### config.mk
export PLATFORM = sky130hd
export DESIGN_NAME = xifo_rd_stream_flat
export DESIGN_NICKNAME = d
export VERILOG_FILES = /design/src/rtl/xifo_rd_stream_if.sv /design/src/rtl/xifo_rd_stream.sv /design/src/flat_wrapper.sv
export SDC_FILE = /design/constraint.sdc
export NUM_CORES = 1
export LEC_CHECK = 0
export BUFFER_PORTS_ARGS = -buffer_cell sky130_fd_sc_hd__buf_2
export CELL_PAD_IN_SITES_DETAIL_PLACEMENT = 1
export CELL_PAD_IN_SITES_GLOBAL_PLACEMENT = 1
export CORE_MARGIN = 2
export CORE_UTILIZATION = 42
export CTS_CLUSTER_SIZE = 8
export DETAILED_ROUTE_END_ITERATION = 16
export PLACE_DENSITY = 0.92
export SLEW_MARGIN = 30
export SYNTH_ARGS = -nofsm -noshare
export SYNTH_HDL_FRONTEND = slang
export SYNTH_SLANG_ARGS = --single-unit
### constraint.sdc
create_clock -name Rdclk -period 4.21 [get_ports Rdclk]
set_clock_uncertainty 0.1 [all_clocks]
set_input_delay 0.421 -clock Rdclk [delete_from_list [all_inputs] [get_ports Rdclk]]
set_output_delay 0.421 -clock Rdclk [all_outputs]
set_load 0.05 [all_outputs]
### src/rtl/xifo_rd_stream_if.sv
// Output stream of the xifo read drain: valid/ready handshake plus data.
// master = word producer (the drain stage), slave = downstream consumer.
interface xifo_rd_stream_if #(
    parameter int SIZE = 8
);
    logic [SIZE-1:0] Dout_data;
    logic            Dout_valid;
    logic            Dout_ready;

    modport master (
        output Dout_data,
        output Dout_valid,
        input  Dout_ready
    );

    modport slave (
        input  Dout_data,
        input  Dout_valid,
        output Dout_ready
    );
endinterface

### src/rtl/xifo_rd_stream.sv
// xifo_rd_stream: read-side drain stage behind the stack/queue buffer.
// Issues Rden while words are available and the 2-entry skid buffer has room
// (counting the word already in flight), captures the 1-cycle-latency RAM
// data and presents it on a valid/ready stream at full throughput.
// Optional macro XIFO_RD_CNT_EN adds the Rd_count delivered-word counter.
//
// state  | meaning
// -------+-----------------------------------------------------------
// IDLE   | nothing buffered, nothing in flight
// ACTIVE | words buffered and/or one read in flight
// FLUSH  | one cycle after a Flush that caught a word in flight
module xifo_rd_stream #(
    parameter int SIZE      = 8,
    parameter int CNT_WIDTH = 16
) (
    input  logic              Rdclk,
    input  logic              Rst,
    input  logic              Empty,
    input  logic [SIZE-1:0]   Dataout,
    output logic              Rden,
    input  logic              Flush,
    xifo_rd_stream_if.master  dout,
    output logic              Busy
`ifdef XIFO_RD_CNT_EN
    ,
    output logic [CNT_WIDTH-1:0] Rd_count
`endif
);

    localparam logic [1:0] ST_IDLE   = 2'd0;
    localparam logic [1:0] ST_ACTIVE = 2'd1;
    localparam logic [1:0] ST_FLUSH  = 2'd2;

    logic [1:0]      state;
    logic [1:0]      state_nxt;
    logic [1:0]      occ;
    logic [1:0]      occ_nxt;
    logic            inflight;
    logic [SIZE-1:0] skid0;
    logic [SIZE-1:0] skid1;
    logic            pop;
    logic            capture;
    logic            wr_slot0;
    logic [2:0]      level;

    assign dout.Dout_valid = (occ != 2'd0);
    assign dout.Dout_data  = skid0;
    assign Busy            = (state != ST_IDLE);

    assign pop     = dout.Dout_valid & dout.Dout_ready;
    assign capture = inflight & ~Flush;

    // Room check counts the word already in flight and the slot freed by a
    // same-cycle pop, so the skid buffer can never be overrun.
    assign level = {1'b0, occ} + {2'b0, inflight} - {2'b0, pop};
    assign Rden  = ~Rst & ~Flush & ~Empty & (state != ST_FLUSH) & (level < 3'd2);

    // A captured word lands behind whatever survives this cycle's pop.
    assign wr_slot0 = (occ == 2'd0) || ((occ == 2'd1) && pop);

    // Next skid occupancy: Flush empties it, otherwise +capture -pop.
    always_comb begin
        occ_nxt = occ;
        if (Flush) begin
            occ_nxt = 2'd0;
        end else begin
            occ_nxt = occ + {1'b0, capture} - {1'b0, pop};
        end
    end

    // Next FSM state; "becomes idle" looks at next-cycle occ and inflight.
    always_comb begin
        state_nxt = state;
        case (state)
            ST_IDLE: begin
                if (Rden) state_nxt = ST_ACTIVE;
            end
            ST_ACTIVE: begin
                if (Flush) begin
                    state_nxt = inflight ? ST_FLUSH : ST_IDLE;
                end else if ((occ_nxt == 2'd0) && !Rden) begin
                    state_nxt = ST_IDLE;
                end
            end
            ST_FLUSH: begin
                state_nxt = Flush ? ST_FLUSH : ST_IDLE;
            end
            default: state_nxt = ST_IDLE;
        endcase
    end

    // Control registers: FSM, occupancy and the read-in-flight marker.
    always_ff @(posedge Rdclk) begin
        if (Rst) begin
            state    <= ST_IDLE;
            occ      <= 2'd0;
            inflight <= 1'b0;
        end else begin
            state    <= state_nxt;
            occ      <= occ_nxt;
            inflight <= Rden;
        end
    end

    // Skid storage: shift on pop, write the in-flight word behind the head.
    always_ff @(posedge Rdclk) begin
        if (Rst) begin
            skid0 <= '0;
            skid1 <= '0;
        end else if (!Flush) begin
            if (pop) skid0 <= skid1;
            if (capture) begin
                if (wr_slot0) skid0 <= Dataout;
                else          skid1 <= Dataout;
            end
        end
    end

`ifdef XIFO_RD_CNT_EN
    // Delivered-word counter; survives Flush, cleared only by reset.
    always_ff @(posedge Rdclk) begin
        if (Rst) begin
            Rd_count <= '0;
        end else if (pop) begin
            Rd_count <= Rd_count + 1'b1;
        end
    end
`endif

`ifndef SYNTHESIS
    // Simulation-only invariants: no skid overflow, no read of an empty buffer.
    always_ff @(posedge Rdclk) begin
        if (!Rst) begin
            assert (SIZE >= 8 && SIZE <= 32 && CNT_WIDTH >= 1);
            assert (occ <= 2'd2);
            assert (!(Rden && Empty));
            assert ((state != ST_IDLE) || ((occ == 2'd0) && !inflight));
        end
    end
`endif

endmodule

### src/flat_wrapper.sv
// flat-port wrapper written by rule: the top's interface ports become plain ports
module xifo_rd_stream_flat 
#(
    parameter int SIZE      = 8,
    parameter int CNT_WIDTH = 16
)
  (Rdclk, Rst, Empty, Dataout, Rden, Flush, Busy, dout_Dout_data, dout_Dout_valid, dout_Dout_ready);
  xifo_rd_stream_if #(.SIZE(SIZE)) dout_i ();
  input  logic Rdclk;
  input  logic Rst;
  input  logic Empty;
  input  logic [SIZE-1:0] Dataout;
  output logic Rden;
  input  logic Flush;
  output logic Busy;
  output wire logic [$bits(dout_i.Dout_data)-1:0] dout_Dout_data;
  output wire logic [$bits(dout_i.Dout_valid)-1:0] dout_Dout_valid;
  input wire logic [$bits(dout_i.Dout_ready)-1:0] dout_Dout_ready;
  assign dout_Dout_data = dout_i.Dout_data;
  assign dout_Dout_valid = dout_i.Dout_valid;
  assign dout_i.Dout_ready = dout_Dout_ready;
  xifo_rd_stream #(.SIZE(SIZE), .CNT_WIDTH(CNT_WIDTH)) u_core (.Rdclk(Rdclk), .Rst(Rst), .Empty(Empty), .Dataout(Dataout), .Rden(Rden), .Flush(Flush), .dout(dout_i), .Busy(Busy));
endmodule
### Word-level counts from Yosys, hierarchy flattened

Index checks and enable logic that the tools add are counted.

* bits in registers: 21
* bits in latches: 0
* bits in writable memories: 0
* bits in read-only memories: 0
* bits of input ports: 13
* output and inout bits: 11
* logic and storage cells: 47
* memories kept: 0

* $add $sub $neg: 4
* $mul: 0
* divide/modulo/power cells: 0
* order comparisons: 1
* eq/ne operators: 6
* shift-type cells: 0
* mux-type cells: 10
* bitwise logic cells: 10
* reductions and logical operators: 11

Operator list (number)
* $mux 8: 3
* $mux 2: 6
* $and 1x1->1: 6
* $logic_not 2->1: 3
* $pmux 2 s3: 1
* $eq 2x1->1 const B: 2
* $not 1->1: 4
* $reduce_bool 2->1: 2
* $add 2x1->3: 1
* $lt 3x2->1 const B: 1
* $ne 3x2->1 const B: 1
* $reduce_and 3->1: 1
* $sub 3x1->3: 1
* $add 2x1->2: 1
* $eq 2x2->1 const B: 1
* $logic_and 1x1->1: 2
* $ne 2x1->1 const B: 1
* $ne 2x2->1 const B: 1
* $reduce_and 2->1: 1
* $sub 2x1->2: 1
* $logic_not 1->1: 1
* $logic_or 1x1->1: 1

### Longest topological paths before layout

* depth after elaboration: 10
* mapped depth: 11
* depth with buffers taken out: 10

### Worst setup path before layout

No wires, ideal clock.

* path kind: reg-to-output
* from: register u_core.occ[1]
* to: output port Rden
* arrival: 2.433 ns
* required time: 3.689 ns
* setup slack: 1.256 ns
* cell stages (with the launch flop): 11
* path buffers: 1
* path through: dfxtp_1 > buf_2 > nand2_1 > or2_2 > inv_1 > or2_2 > nand2_1 > fa_1 > xnor2_1 > nand4b_1 > nor3_2

* word-level cells in the longest chain between the ends: 5
* elaborated cells between the ends (all ways): 6
* those cells by class: add/sub: 2; order compare: 1; bitwise: 2; reduce/logical: 1

Ends and longest elaborated chain
* start: declaration: RTL line xifo_rd_stream.sv:36 `logic [1:0] occ;`
* start signal: assignment: RTL line xifo_rd_stream.sv:100 `occ <= occ_nxt;`
* branches (longest 2 deep; another with $add 2x1->3)
* $sub 3x1->3 *: RTL line xifo_rd_stream.sv:55 `assign level = {1'b0, occ} + {2'b0, inflight} - {2'b0, pop};`
* $lt 3x2->1 *: RTL line xifo_rd_stream.sv:56 `assign Rden = ~Rst & ~Flush & ~Empty & (state != ST_FLUSH) & (level < 3'd2);`
* $and 1x1->1 *: RTL line xifo_rd_stream.sv:56
* end: declaration: RTL line flat_wrapper.sv:13 `output logic Rden;`

Mark *: on every way between the ends.

### Worst setup path in the final report

Ends and elaborated chain as after synthesis.

==> results.cfg <==
[outcome]
outcome = finished clean

[clocking]
ctsResizeCount = 0
root_buffer = clkbuf_4
clkSlewWorstSetupHoldPaths_ns = 0.13
clockBufferDepth = 2
post_cts_buffers = 0
clock_latency_ns = 0.30
htreeDepth = 1
cts_tree = done
clock_sinks = 21
cts_buffers = 3
hold_buffers = 0

[synthesis]
synth-async-reset-ratio_pct = 0
synthCells = 100
synth.area.top_cells = dfxtp_1 41%, mux2i_1 16%, a22oi_1 5.9%, o21ai_1 3.9%, nor2_1 3.7%
syn_area_mm2 = 0.00102
synth_top_area_share_pct = 41.1
ys.flop_type = dfxtp_1
post-synth-top-count-cell = dfxtp_1
yosys-top-cells-count = 21 x dfxtp_1, 16 x mux2i_1, 10 x nor2_1, 8 x a22oi_1, 8 x o21ai_1
yosysSeqAreaShare_pct = 41.1
synth_edf_count = 0
yosysTopAreaCell = dfxtp_1
syn_nets = 116
synth-seq-cells = 21
postSynthAreaPerCell_um2 = 10.2
yosysUniqueCellTypes = 29
ys_warn_count = 0

[finish]
nets = 139
postLayoutCellArea_mm2 = 0.00117
n_antenna_cell = 0
drive_gt1_share_pct = 28.7
area_growth_pct = 14.8

[global_route]
antenna_found_initial = 0
grtUsageTotal_pct = 18.8
grt_pass1_vias = 840
grt_overflow_total = 0
grt_pass1_wl_mm = 3.87
grt_max_degree = 17

[drt]
vias_per_cell = 5.43
drcViolationCount = 0
drtIter0Drc = 6
final_antenna_net_count = 0
wl_per_cell_um = 15.3
postRouteWirelength_mm = 2.29
vias = 815
dr.pass1.iters = 3

[worst_setup_path]
ff2ff_setup_slack_ns = 1.76
critPathArrivalTime_ns = 2.75
crit_type = register to primary output
rr_worst_depth = 10
worstPathRequired_ns = 3.69
rr_endpoint = u_core.state[0]
cp-start-kind = register
worstSetupEndpointType = primary output
crit_fanout = 8
rr_startpoint = u_core.occ[1]

[floorplanning]
die_y_um = 53.3
die_w_um = 53.3
core_mm2 = 0.00225
start_util_pct = 45.3
row_count = 17
dieArea_mm2 = 0.00284
io_pins = 24

[timing]
relSlewSlack_pct = 51.6
rsz0062_at_grt = false
fin_crit_ns = 3.27
setup_tns_ns = 0
setup_viol = 0
hold_viol = 0
fin_crit_sh_pct = 77.6
setup_slack_ns = 0.942
max_slew.worst_pin.slew_ns = 0.724
fmax_mhz = 306
slew_violations = 0

[power]
power_density_mw_per_mm2 = 289
power.leakage_uw = 0.000576
vdd_drop_max_mv = 0.221

[worst_hold_path]
worstHoldStart = Dataout[5]
hold_end = u_core.skid1[5]
whs_path_depth = 3
holdCritPathClass = input port to register

[placement]
postPlaceCellArea_mm2 = 0.00114
dp_hpwl_mm = 1.71
place_worst_setup_slack_ns = 1.24
gp_congestion = 0.764
io_buffers = 23

[run]
max_cap_violations = 0
[metrics by stage]
step	cells	hold WS (ns)	power (uW)	util, %
6_report	150	0.268	339	52.1
5_1_grt	150	0.265	356	52.1
4_1_cts	150	0.257	344	52.1
3_5_place_dp	146	0.388	245	50.7
3_3_place_gp	146	0.374	243	50.7
2_1_floorplan	100	0.363	232	-
[flip-flops by register name, indices dropped and copies added (netlist names)]
name / flops
u_core.state: 2
u_core.dout.Dout_data: 8
u_core.occ: 2
u_core.inflight: 1
u_core.skid1: 8
[power breakdown]
| group | internal (uW) | total, uW | switching (uW) | leakage, uW |
|---|---|---|---|---|
| clock | 36.1 | 99.6 | 63.4 | 0.0000139 |
| sequential | 201 | 204 | 2.27 | 0.000170 |
| combinational | 11.5 | 36.3 | 24.8 | 0.000393 |
[per-layer routing]
layer / track usage, % / wire [um]
met2: 34.0 / 1130
met1: 22.4 / 1050
met4: 3.85 / 11
met5: 0 / 0
met3: 4.52 / 100
[how the worst max path moves through the flow]
stage | from | endpoint | slack [ns] | cells after the start
after CTS | u_core.occ[1] | Rden | 0.89 | 10
after detailed placement | u_core.occ[1] | Rden | 1.24 | 10
after global placement | u_core.occ[1] | Rden | 1.41 | 10
after global routing | u_core.occ[1] | Rden | 0.70 | 10
final | u_core.occ[1] | Rden | 0.94 | 10
after floorplan | u_core.occ[1] | Rden | 1.26 | 10
[area by class of cell]
cell class                 instances  area, um^2
timing repair buffer              23         115
multi-input combinational         70         558
clock buffer                       3        22.5
tap                               28        35.0
clock inverter                     1        7.51
inverter                           4        15.0
sequential                        21         420
fill                             296        1080
[cell families after synthesis]
group / after synthesis / share of synthesized area (%)
mux: 16 / 15.7
simple gates: 27 / 17.6
compound gates: 22 / 15.2
buf+inv: 9 / 4.28
xor+xnor: 2 / 1.71
fa+ha+maj: 3 / 4.41
flops: 21 / 41.1
[critical path: stages (launching register included)]
cell      delay, ns
dfxtp_1        0.60
nand2_1        0.09
or2_2          0.30
inv_1          0.09
or2_2          0.12
nand2_1        0.07
fa_1           0.39
xnor2_1        0.15
nand4b_1       0.17
nor3_2         0.17
buf_2          0.29
[placed cells by master, fill, tap and decap left out, drive strengths merged]
| cell type | count |
|---|---|
| nand3b | 1 |
| nand2b | 1 |
| dfxtp | 21 |
| or2 | 3 |
| o21ai | 9 |
| o21a | 1 |
| nor3 | 4 |
| a211o | 1 |
| mux2i | 16 |
| nor4b | 1 |
| clkbuf | 3 |
| inv | 4 |
| nor2b | 3 |
| a211oi | 2 |
| buf | 23 |
| a22oi | 8 |
| xnor2 | 2 |
| a21boi | 1 |
| nor2 | 10 |
| nand4b | 1 |
| ha | 2 |
| clkinvlp | 1 |
| fa | 1 |
| nand2 | 3 |
(Power assumes the default switching activity.)
